### config.mk
export PLATFORM = sky130hd
export DESIGN_NAME = song_player
export DESIGN_NICKNAME = d
export VERILOG_FILES = /design/src/rtl/game_pkg.sv /design/src/rtl/beat_timer.sv /design/src/rtl/song_player.sv
export SDC_FILE = /design/constraint.sdc
export NUM_CORES = 1
export LEC_CHECK = 0
export BUFFER_PORTS_ARGS = -buffer_cell sky130_fd_sc_hd__buf_2
export CAP_MARGIN = 15
export CORE_MARGIN = 2
export CORE_UTILIZATION = 35
export DETAILED_ROUTE_END_ITERATION = 6
export SLEW_MARGIN = 20
export SYNTH_ARGS = -nofsm -noshare
export SYNTH_HDL_FRONTEND = slang
export SYNTH_SLANG_ARGS = --single-unit
### constraint.sdc
create_clock -name clk -period 3.3 [get_ports clk]
set_input_delay 0.165 -clock clk [delete_from_list [all_inputs] [get_ports clk]]
set_output_delay 0.165 -clock clk [all_outputs]
set_load 0.03 [all_outputs]
### src/rtl/game_pkg.sv
// Shared game-wide constants, player FSM states and song bit lookup.
// Both lanes of a song are 32-bit vectors indexed by song position.
package game_pkg;

    localparam logic [2:0] MODE_EDIT = 3'd2;
    localparam logic [2:0] MODE_PLAY = 3'd3;
    localparam logic [1:0] NOTE_REST = 2'b00;

    typedef enum logic [2:0] {
        ST_IDLE,
        ST_LOAD,
        ST_COUNTIN,
        ST_PLAY,
        ST_DONE
    } player_state_e;

    // Returns {lane1, lane0} at position idx; positions outside 0..31 are rests.
    function automatic logic [1:0] song_note(input logic [31:0] lane0,
                                             input logic [31:0] lane1,
                                             input int          idx);
        logic [4:0] pos;
        if (idx < 0 || idx > 31) begin
            return NOTE_REST;
        end
        pos = idx[4:0];
        return {lane1[pos], lane0[pos]};
    endfunction

endpackage

### src/rtl/beat_timer.sv
// Beat divider: counts 0..TICKS_PER_BEAT-1 while enabled and flags the last
// count of each beat. clear has priority and holds the count at zero.
module beat_timer #(
    parameter int TICKS_PER_BEAT = 25000
) (
    input  logic clk,
    input  logic nrst,
    input  logic enable,
    input  logic clear,
    output logic boundary
);

    localparam int CW = (TICKS_PER_BEAT > 2) ? $clog2(TICKS_PER_BEAT) : 1;
    localparam logic [CW-1:0] LAST = CW'(TICKS_PER_BEAT - 1);

    logic [CW-1:0] cnt_q;
    logic [CW-1:0] cnt_d;

    always_comb begin
        cnt_d = cnt_q;
        if (clear) begin
            cnt_d = '0;
        end else if (enable) begin
            cnt_d = (cnt_q == LAST) ? '0 : cnt_q + CW'(1);
        end
    end

    always_ff @(posedge clk) begin
        if (!nrst) begin
            cnt_q <= '0;
        end else begin
            cnt_q <= cnt_d;
        end
    end

    assign boundary = enable && !clear && (cnt_q == LAST);

endmodule

### src/rtl/song_player.sv
// Rhythm-game song player: snapshots a 32-step two-lane song, counts in,
// then presents one note per beat from index 31 down to 0, flagging misses.
module song_player
    import game_pkg::*;
#(
    parameter int TICKS_PER_BEAT = 25000,
    parameter int COUNTIN_BEATS  = 4
) (
    input  logic        clk,
    input  logic        nrst,
    input  logic [2:0]  mode,
    input  logic        pause,
    input  logic [31:0] note1,
    input  logic [31:0] note2,
    input  logic        hit_ack,
    output logic [1:0]  cur_note,
    output logic        note_valid,
    output logic [7:0]  lookahead,
    output logic [4:0]  position,
    output logic        beat,
    output logic        playing,
    output logic        miss,
    output logic        song_done
);

    localparam logic [3:0] LAST_COUNTIN = 4'(COUNTIN_BEATS - 1);

    player_state_e state_q;
    logic [31:0]   snap1_q;
    logic [31:0]   snap2_q;
    logic [4:0]    idx_q;
    logic [3:0]    cbeat_q;
    logic [1:0]    cur_note_q;
    logic          note_valid_q;

    logic          active;
    logic          running;
    logic          tick;
    logic [1:0]    first_note_d;
    logic [1:0]    next_note_d;

    // Nothing advances while in reset or outside play mode, so an abort
    // can never emit a stray beat or miss.
    assign active  = nrst && (mode == MODE_PLAY);
    assign running = (state_q == ST_COUNTIN) || (state_q == ST_PLAY);

    beat_timer #(
        .TICKS_PER_BEAT(TICKS_PER_BEAT)
    ) u_beat_timer (
        .clk     (clk),
        .nrst    (nrst),
        .enable  (active && running && !pause),
        .clear   (!running),
        .boundary(tick)
    );

    assign first_note_d = song_note(snap1_q, snap2_q, 31);
    assign next_note_d  = song_note(snap1_q, snap2_q, int'(idx_q) - 1);

    always_ff @(posedge clk) begin
        if (!nrst) begin
            state_q      <= ST_IDLE;
            snap1_q      <= '0;
            snap2_q      <= '0;
            idx_q        <= '0;
            cbeat_q      <= '0;
            cur_note_q   <= NOTE_REST;
            note_valid_q <= 1'b0;
        end else if (mode != MODE_PLAY) begin
            state_q      <= ST_IDLE;
            idx_q        <= '0;
            cbeat_q      <= '0;
            cur_note_q   <= NOTE_REST;
            note_valid_q <= 1'b0;
        end else begin
            case (state_q)
                ST_IDLE: begin
                    state_q <= ST_LOAD;
                end
                ST_LOAD: begin
                    snap1_q <= note1;
                    snap2_q <= note2;
                    idx_q   <= 5'd31;
                    cbeat_q <= '0;
                    state_q <= ST_COUNTIN;
                end
                ST_COUNTIN: begin
                    if (tick) begin
                        if (cbeat_q == LAST_COUNTIN) begin
                            state_q      <= ST_PLAY;
                            cur_note_q   <= first_note_d;
                            note_valid_q <= (first_note_d != NOTE_REST);
                        end else begin
                            cbeat_q <= cbeat_q + 4'd1;
                        end
                    end
                end
                ST_PLAY: begin
                    // A boundary always moves on; a hit in that same cycle
                    // only matters for suppressing the miss pulse.
                    if (tick) begin
                        if (idx_q == 5'd0) begin
                            state_q      <= ST_DONE;
                            cur_note_q   <= NOTE_REST;
                            note_valid_q <= 1'b0;
                        end else begin
                            idx_q        <= idx_q - 5'd1;
                            cur_note_q   <= next_note_d;
                            note_valid_q <= (next_note_d != NOTE_REST);
                        end
                    end else if (hit_ack && !pause) begin
                        note_valid_q <= 1'b0;
                    end
                end
                ST_DONE: begin
                    state_q <= ST_DONE;
                end
                default: begin
                    state_q <= ST_IDLE;
                end
            endcase
        end
    end

    assign cur_note   = cur_note_q;
    assign note_valid = note_valid_q;
    assign position   = idx_q;
    assign lookahead  = running ? {song_note(snap1_q, snap2_q, int'(idx_q) - 1),
                                   song_note(snap1_q, snap2_q, int'(idx_q) - 2),
                                   song_note(snap1_q, snap2_q, int'(idx_q) - 3),
                                   song_note(snap1_q, snap2_q, int'(idx_q) - 4)}
                                : 8'd0;
    assign beat       = tick;
    assign miss       = tick && (state_q == ST_PLAY) && note_valid_q && !hit_ack;
    assign playing    = running;
    assign song_done  = (state_q == ST_DONE);

endmodule

==> impl_results.md, run 1 <==
- Status: finished clean
- RePlAce Congestion: 0.905
- Floorplan core area: between 15000 and 20000 um2
- Die H: ~140 um
- Max Fclk: 323 MHz
- Diode count: 0
- Placed instance area: 6870 um2
- Leakage: between 2 and 3 nW
- Synth async-reset ratio: 0
- Post-route cell area: 7200 um2
- Total wire length: 15600 um
- Dpl hpwl: about 11000 um
- Max Cap Viol: 0
- Worst skew pair latency: 0.35 ns
- Drt via density: about 5.4
- Total GRT Usage: 0.173
- Delay of the slowest critical-path stage: ~0.54 ns
- WP buf/inv: 2
- Worst setup margin: 0.202 ns
- Predominant post-synthesis flop cell: dfxtp_1
- Die ar.: 19000 um2
- Initial antenna violation count: 0
- Total chip power: about 2.3 mW
- Clock sink total: 94
- Num rows: between 40 and 50
- Cells after synthesis: 625
- HP Class: primary input to flip-flop
- Avg Inst Size Synth: 10.0 um2
- CTS Root Cell: clkbuf_16
- Vias: between 5000 and 6000
- Slew Viols, Final: 0
- Tcrit/Tclk final: 0.939
- Crit. End Element: output port
- CTS HTree Levels: 3
- Crit-path max FO: 7
- PD cells: around 320 nW/um2
- Synth area leader: dfxtp_1
- DR WL met3: 862 um
- Clock Tree Buf Depth: 2
- Uppermost layer routed: met4
- Pre-Repair DR Iteration Count: 4
- First-pass GRT wire length: ~25000 um
- Vias in the first global route: just under 5000
- Top cells by area, synth: dfxtp_1, mux4_2, nand2_1, a21boi_0, mux4_1
- Post-Synthesis Cell Area: between 6000 and 7000 um2
- Syn Nets: 706
- CTS tree: done
- CP max stage cell: a211oi_1
- CTS clk-pin slew, worst paths: roughly 0.070 ns
- Max IR drop VDD: roughly 0.22 mV
- DR WL met2: about 7100 um
- Post-synth EDFFs: 0
- RSZ-0062 raised after global routing: yes
- Seq cells post-synth: 94
- Setup TNS: 0 ns
- Delay-heaviest family, CP: compound AO/OA/AOI/OAI gates
- Critical path class: flip-flop to output port
- Final Skew: between 0.008 and 0.009 ns
- Final #Nets: 779
- M1 wire length: roughly 7500 um
- Headroom to the max-slew limit: 0.523
- Input/output buffers: 90
- Final ANT Viol Nets: 0
- Hold Fails Final Rpt: 0
- Share of cells above drive strength 1: 0.289
- Final setup fails: 0
- Worst EP arrival: roughly 3 ns
- Yosys top cell area share: 0.301
- Min Tclk post-route: 3.10 ns
- Wire per inst: approximately 17 um
- Fillers: around 1700
- Yosys cell types: 52
- Largest net degree at the start of global routing: 70
- Sequential area share after synthesis: 0.301
- DR iter-0 viols: 320
- Worst EP required: between 3 and 4 ns
- Syn. warnings: 0
- Area growth, synth to finish: 15.0%
- CP startpoint kind: flip-flop
- Gr ovfl total: 0
- Die X: about 140 um
- Worst-Margin Slew: just over 0.7 ns
- Placement Setup Slack: between 0.4 and 0.5 ns
- Initial Util: 0.359
- CP cell instances: inv_1, ha_1, a21boi_2, xnor2_1, mux2_1, a211oi_1, and2_1, buf_2
- DRC: 0
- CTS buffer count: 9
- # IOs: 91
[layout make-up]
cell class                 count  area, um2  area share
multi-input combinational    478       4120       0.572
inverter                      11       43.8     0.00608
tap                          225        282      0.0391
timing repair buffer         104        568      0.0789
clock inverter                 5       57.6     0.00800
sequential                    94       1890       0.262
clock buffer                  11        243      0.0337
[registers in the layout, indices dropped and copies added, names as in the netlist]
name,count
note_valid,1
snap1_q,32
state_q,3
position,5
cur_note,2
u_beat_timer.cnt_q,15
snap2_q,32
cbeat_q,4
[per-layer routing]
layer | vias up | global-route usage
li1 | 2448 | -
met1 | 2435 | 0.247
met2 | 132 | 0.269
met3 | 11 | 0.0405
met4 | 0 | 0.0334
met5 | - | 0
[cell usage after synthesis (all sizes together) (5+ instances only)]
master,instances
mux4,74
nand2,149
mux2i,14
nand2b,6
o21ai,6
nor3,8
nand3,10
xor2,13
mux2,6
dfxtp,94
inv,11
nor2,34
a211oi,10
xnor2,9
a21oi,13
clkbuf,24
ha,10
a21boi,66
buf,18
nor4,5
[tightest hold or removal path: stages]
cell and delay [ns]:
buf_2 0.10, nand2_1 0.04, a21boi_0 0.06
[logic make-up after synthesis]
logic type,Yosys count,share of synthesized area
muxes,94,0.304
AOI/OAI and AO/OA,113,0.132
DFF,94,0.301
xor gates and xnor gates,22,0.0308
and+or+nand+nor,239,0.166
buffers and inverters,53,0.0472
adders and majority gates,10,0.0200
[through the flow]
step	cells	util	hold slack, ns
6_report	928	0.413	0.0545
5_1_grt	928	0.413	0.0492
4_1_cts	928	0.412	0.0498
3_5_place_dp	912	0.395	0.425
3_3_place_gp	912	0.395	0.422
2_1_floorplan	625	-	0.310
[placed cells by master (no fill, tap or decap), drive strengths merged, types with 3 or more instances in the layout]
master and instances:
a21boi 66, xor2 13, or3 3, clkinv 3, nand4 4, nand3 10, mux4 74, mux2i 14
nand2 149, dfxtp 94, o21a 3, ha 10, buf 104, xnor2 9, nor2 34, a21o 3
and2 3, a31oi 4, and3 3, a211oi 10, nor4 5, nand2b 6, mux2 6, inv 12
clkbuf 11, nor3 8, o21ai 6, a21oi 13
[power by group]
part	switching, mW	total (mW)	leakage, nW	internal [mW]
clock network	0.450	1.06	0.150	0.610
registers	0.00573	1.14	0.758	1.14
logic	0.0441	0.101	1.60	0.0573
total	0.500	2.30	2.51	1.80
[timing repair]
action | 4_1_cts | 5_1_grt
setup buffers | 0 | 0
gates resized for setup | 0 | 3
hold buffers | 0 | 0
setup endpoints to repair | 0 | 4
[final timing paths]
check | startpoint | endpoint | slack, ns | cells past startpoint
worst max-delay path | position[2] | lookahead[6] | 0.20 | 8
worst min register to register | cbeat_q[1] | cbeat_q[1] | 0.49 | 2
worst min-delay path | note2[16] | snap2_q[16] | 0.05 | 3
worst max register to register | position[2] | note_valid | 0.64 | 8
No activity file was read; power rests on OpenSTA's default activity.
==> inputs of run 2 (changes only) <==
- BUFFER_PORTS_ARGS: -buffer_cell sky130_fd_sc_hd__buf_2 -> unset
- CORE_ASPECT_RATIO: unset -> 0.75
- DONT_BUFFER_PORTS: unset -> 1
==> run 2 against run 1 <==
Effect of this change: critical path depth unchanged; via count is 4.0% higher; clock skew rose by 0.0012 ns; first-iteration DRC count increased by 30%; cell area up 6.5%; sequential cell count unchanged; final cell count up 1.7%; core utilization grew 2.2 points; non-clock buffer count decreased by 1; combinational power increased by 22%; global-route usage is 1.8 points higher; sequential power barely moved; critical path type unchanged; largest power group unchanged.
==> impl_results.md, run 2 (synthesis results as in run 1) <==
- Status: finished clean
- Total chip power: 2.32 mW
- Worst r2r path cells: 9
- R2r setup slk: ~0.54 ns
- Final ANT Viol Nets: 0
- Setup TNS: 0 ns
- Total wire length: roughly 17000 um
- CP startpoint kind: flip-flop
- Input/output buffers: 0
- Die ar.: 19000 um2
- Dpl cells: 845
- Final non-filler cell total: between 900 and 1000
- Final core occ: 0.435
- Most frequent cells in the layout: nand2_1, dfxtp_1, dlygate4sd3_1
- Area growth, synth to finish: 22.5%
- CTS HTree Levels: 3
- Worst-Margin Slew: between 0.7 and 0.8 ns
- Min Tclk post-route: 3.21 ns
- Drt via density: 5.54
- Final Skew: 0.00974 ns
- Crit. End Element: output port
- Headroom to the max-slew limit: 0.506
- Delay of the slowest critical-path stage: about 0.62 ns
- Hold EP: snap2_q[15]
- Num rows: 42
- Dpl hpwl: 12300 um
- RSZ-0062 raised after global routing: no
- Final setup fails: 0
- Post-route cell area: 7660 um2
- Leakage: 2.56 nW
- Clk network pwr share: 0.456
- CTS clk-pin slew, worst paths: around 0.080 ns
- Share of cells above drive strength 1: 0.175
- # IOs: 91
- Slew Viols, Final: 0
- Combinational share of power: 0.053
- Net Sw Power: about 570 uW
- Crit-path max FO: 37
- Max Cap Viol: 0
- CTS buffer count: 9
- Vias in the first global route: about 5300
- Reg2reg end: note_valid
- Gr ovfl total: 0
- Hold_sp: note2[15]
- Critical path class: flip-flop to output port
- Max IR drop VDD: 0.208 mV
- Max Fclk: 311 MHz
- Diode count: 0
- PD cells: 303 nW/um2
- CTS tree: done
- Tcrit/Tclk final: 0.974
- Seq pwr share: 0.491
- Pre-Repair DR Iteration Count: 5
- Reg2reg start: position[0]
- Floorplan core area: 17600 um2
- Worst skew pair latency: 0.36 ns
- Initial antenna violation count: 0
- Most used cell, CP: buf_4
- Switching fraction of total power: 0.244
- Die X: 158 um
- Fillers: 1667
- Final #Nets: between 700 and 800
- Clock Tree Buf Depth: 2
- Clock sink total: 94
- Largest net degree at the start of global routing: 70
- Commonest non-fill, non-tap cell in the layout: nand2_1
- DRC: 0
- Die H: 120 um
- Wire per inst: 18.4 um
- Hold Fails Final Rpt: 0
- Placed instance area: between 6000 and 7000 um2
- Initial Util: 0.356
- HP Class: primary input to flip-flop
- Post-CTS Setup Repair Bufs: 0
- Worst EP required: 3.13 ns
- DR iter-0 viols: approximately 420
- First-pass GRT wire length: 28100 um
- RePlAce Congestion: 0.849
- CP cell instances: buf_4, ha_1, a21oi_1, xnor2_1, mux4_2, mux2i_1, nor2_1, buf_4
- Worst EP arrival: 3.05 ns
- Internal power: between 1.5 and 2 mW
- Total GRT Usage: 0.191
- Top Registers: snap1_q x32, snap2_q x32, u_beat_timer.cnt_q x15
- Vias: 5226
- Worst hold stages: 2
- CTS Root Cell: clkbuf_16
- CP max stage cell: xnor2_1
## run 2: cell types whose count changed in the layout (fill, tap and decap cells not counted), sizes merged
cell	before	now
clkinv	3	1
buf	104	21
bufinv	1	0
clkbuf	11	9
inv	12	17
dlygate4sd3	0	82
## run 2: metrics by stage
step                      setup slack [ns]  hold WS, ns
final                               0.0859      0.00933
after global routing              0.000514       0.0306
after CTS                           0.0973      0.00849
after floorplan                     0.0736        0.310
after detailed placement             0.384        0.321
after global placement               0.532        0.315
## run 2: worst max-delay path, delay by kind of cell, from the launching register on
family,cells,cell delay [ns]
buf+inv,2,0.67
flops,1,0.33
mux,2,0.64
xor+xnor,1,0.62
compound gates,1,0.09
fa+ha+maj,1,0.27
simple gates,1,0.07
## run 2: how the worst max path moves through the flow
stage,start,endpoint,slack (ns),cells after the start
floorplan,position[0],lookahead[3],0.07,12
global placement,position[2],lookahead[7],0.53,7
detailed placement,position[0],lookahead[6],0.38,8
CTS,position[0],lookahead[3],0.1,8
global route,position[1],lookahead[3],0.0005,8
finish,position[1],lookahead[3],0.09,8
## run 2: repair_timing
| action | in CTS | in global routing |
|---|---|---|
| hold buffers | 83 | 0 |
| hold endpoints to repair | 65 | 0 |
| resized for setup | 2 | 3 |
| setup endpoints to repair | 2 | 4 |
| pin swaps | 0 | 0 |
## run 2: power groups by stage
stage	Clock (mW)	Combinational (mW)	Sequential (mW)
finish	1.06	0.123	1.14
global route	1.13	0.132	1.14
CTS	1.08	0.123	1.14
detailed placement	0	0.0492	1.17
global placement	0	0.0486	1.17
floorplan	0	0.0499	1.17
## run 2: layout make-up
class,count,area [um2],share of cell area
clock buffer,9,225,0.0294
clock inverter,7,73.8,0.00963
inverter,11,43.8,0.00571
multi-input combinational,478,4110,0.537
sequential,94,1890,0.246
tap,242,303,0.0395
timing repair buffer,103,1020,0.133
## run 2: layer usage
metal | routed length, um | part of all wire | up-vias | global-route usage
met1 | 7970 | 0.46 | 2564 | 0.271
met2 | 7870 | 0.45 | 193 | 0.288
met4 | 275 | 0.016 | 0 | 0.0524
li1 | - | - | 2450 | -
met5 | 0 | 0 | - | 0
met3 | 1310 | 0.075 | 19 | 0.0545
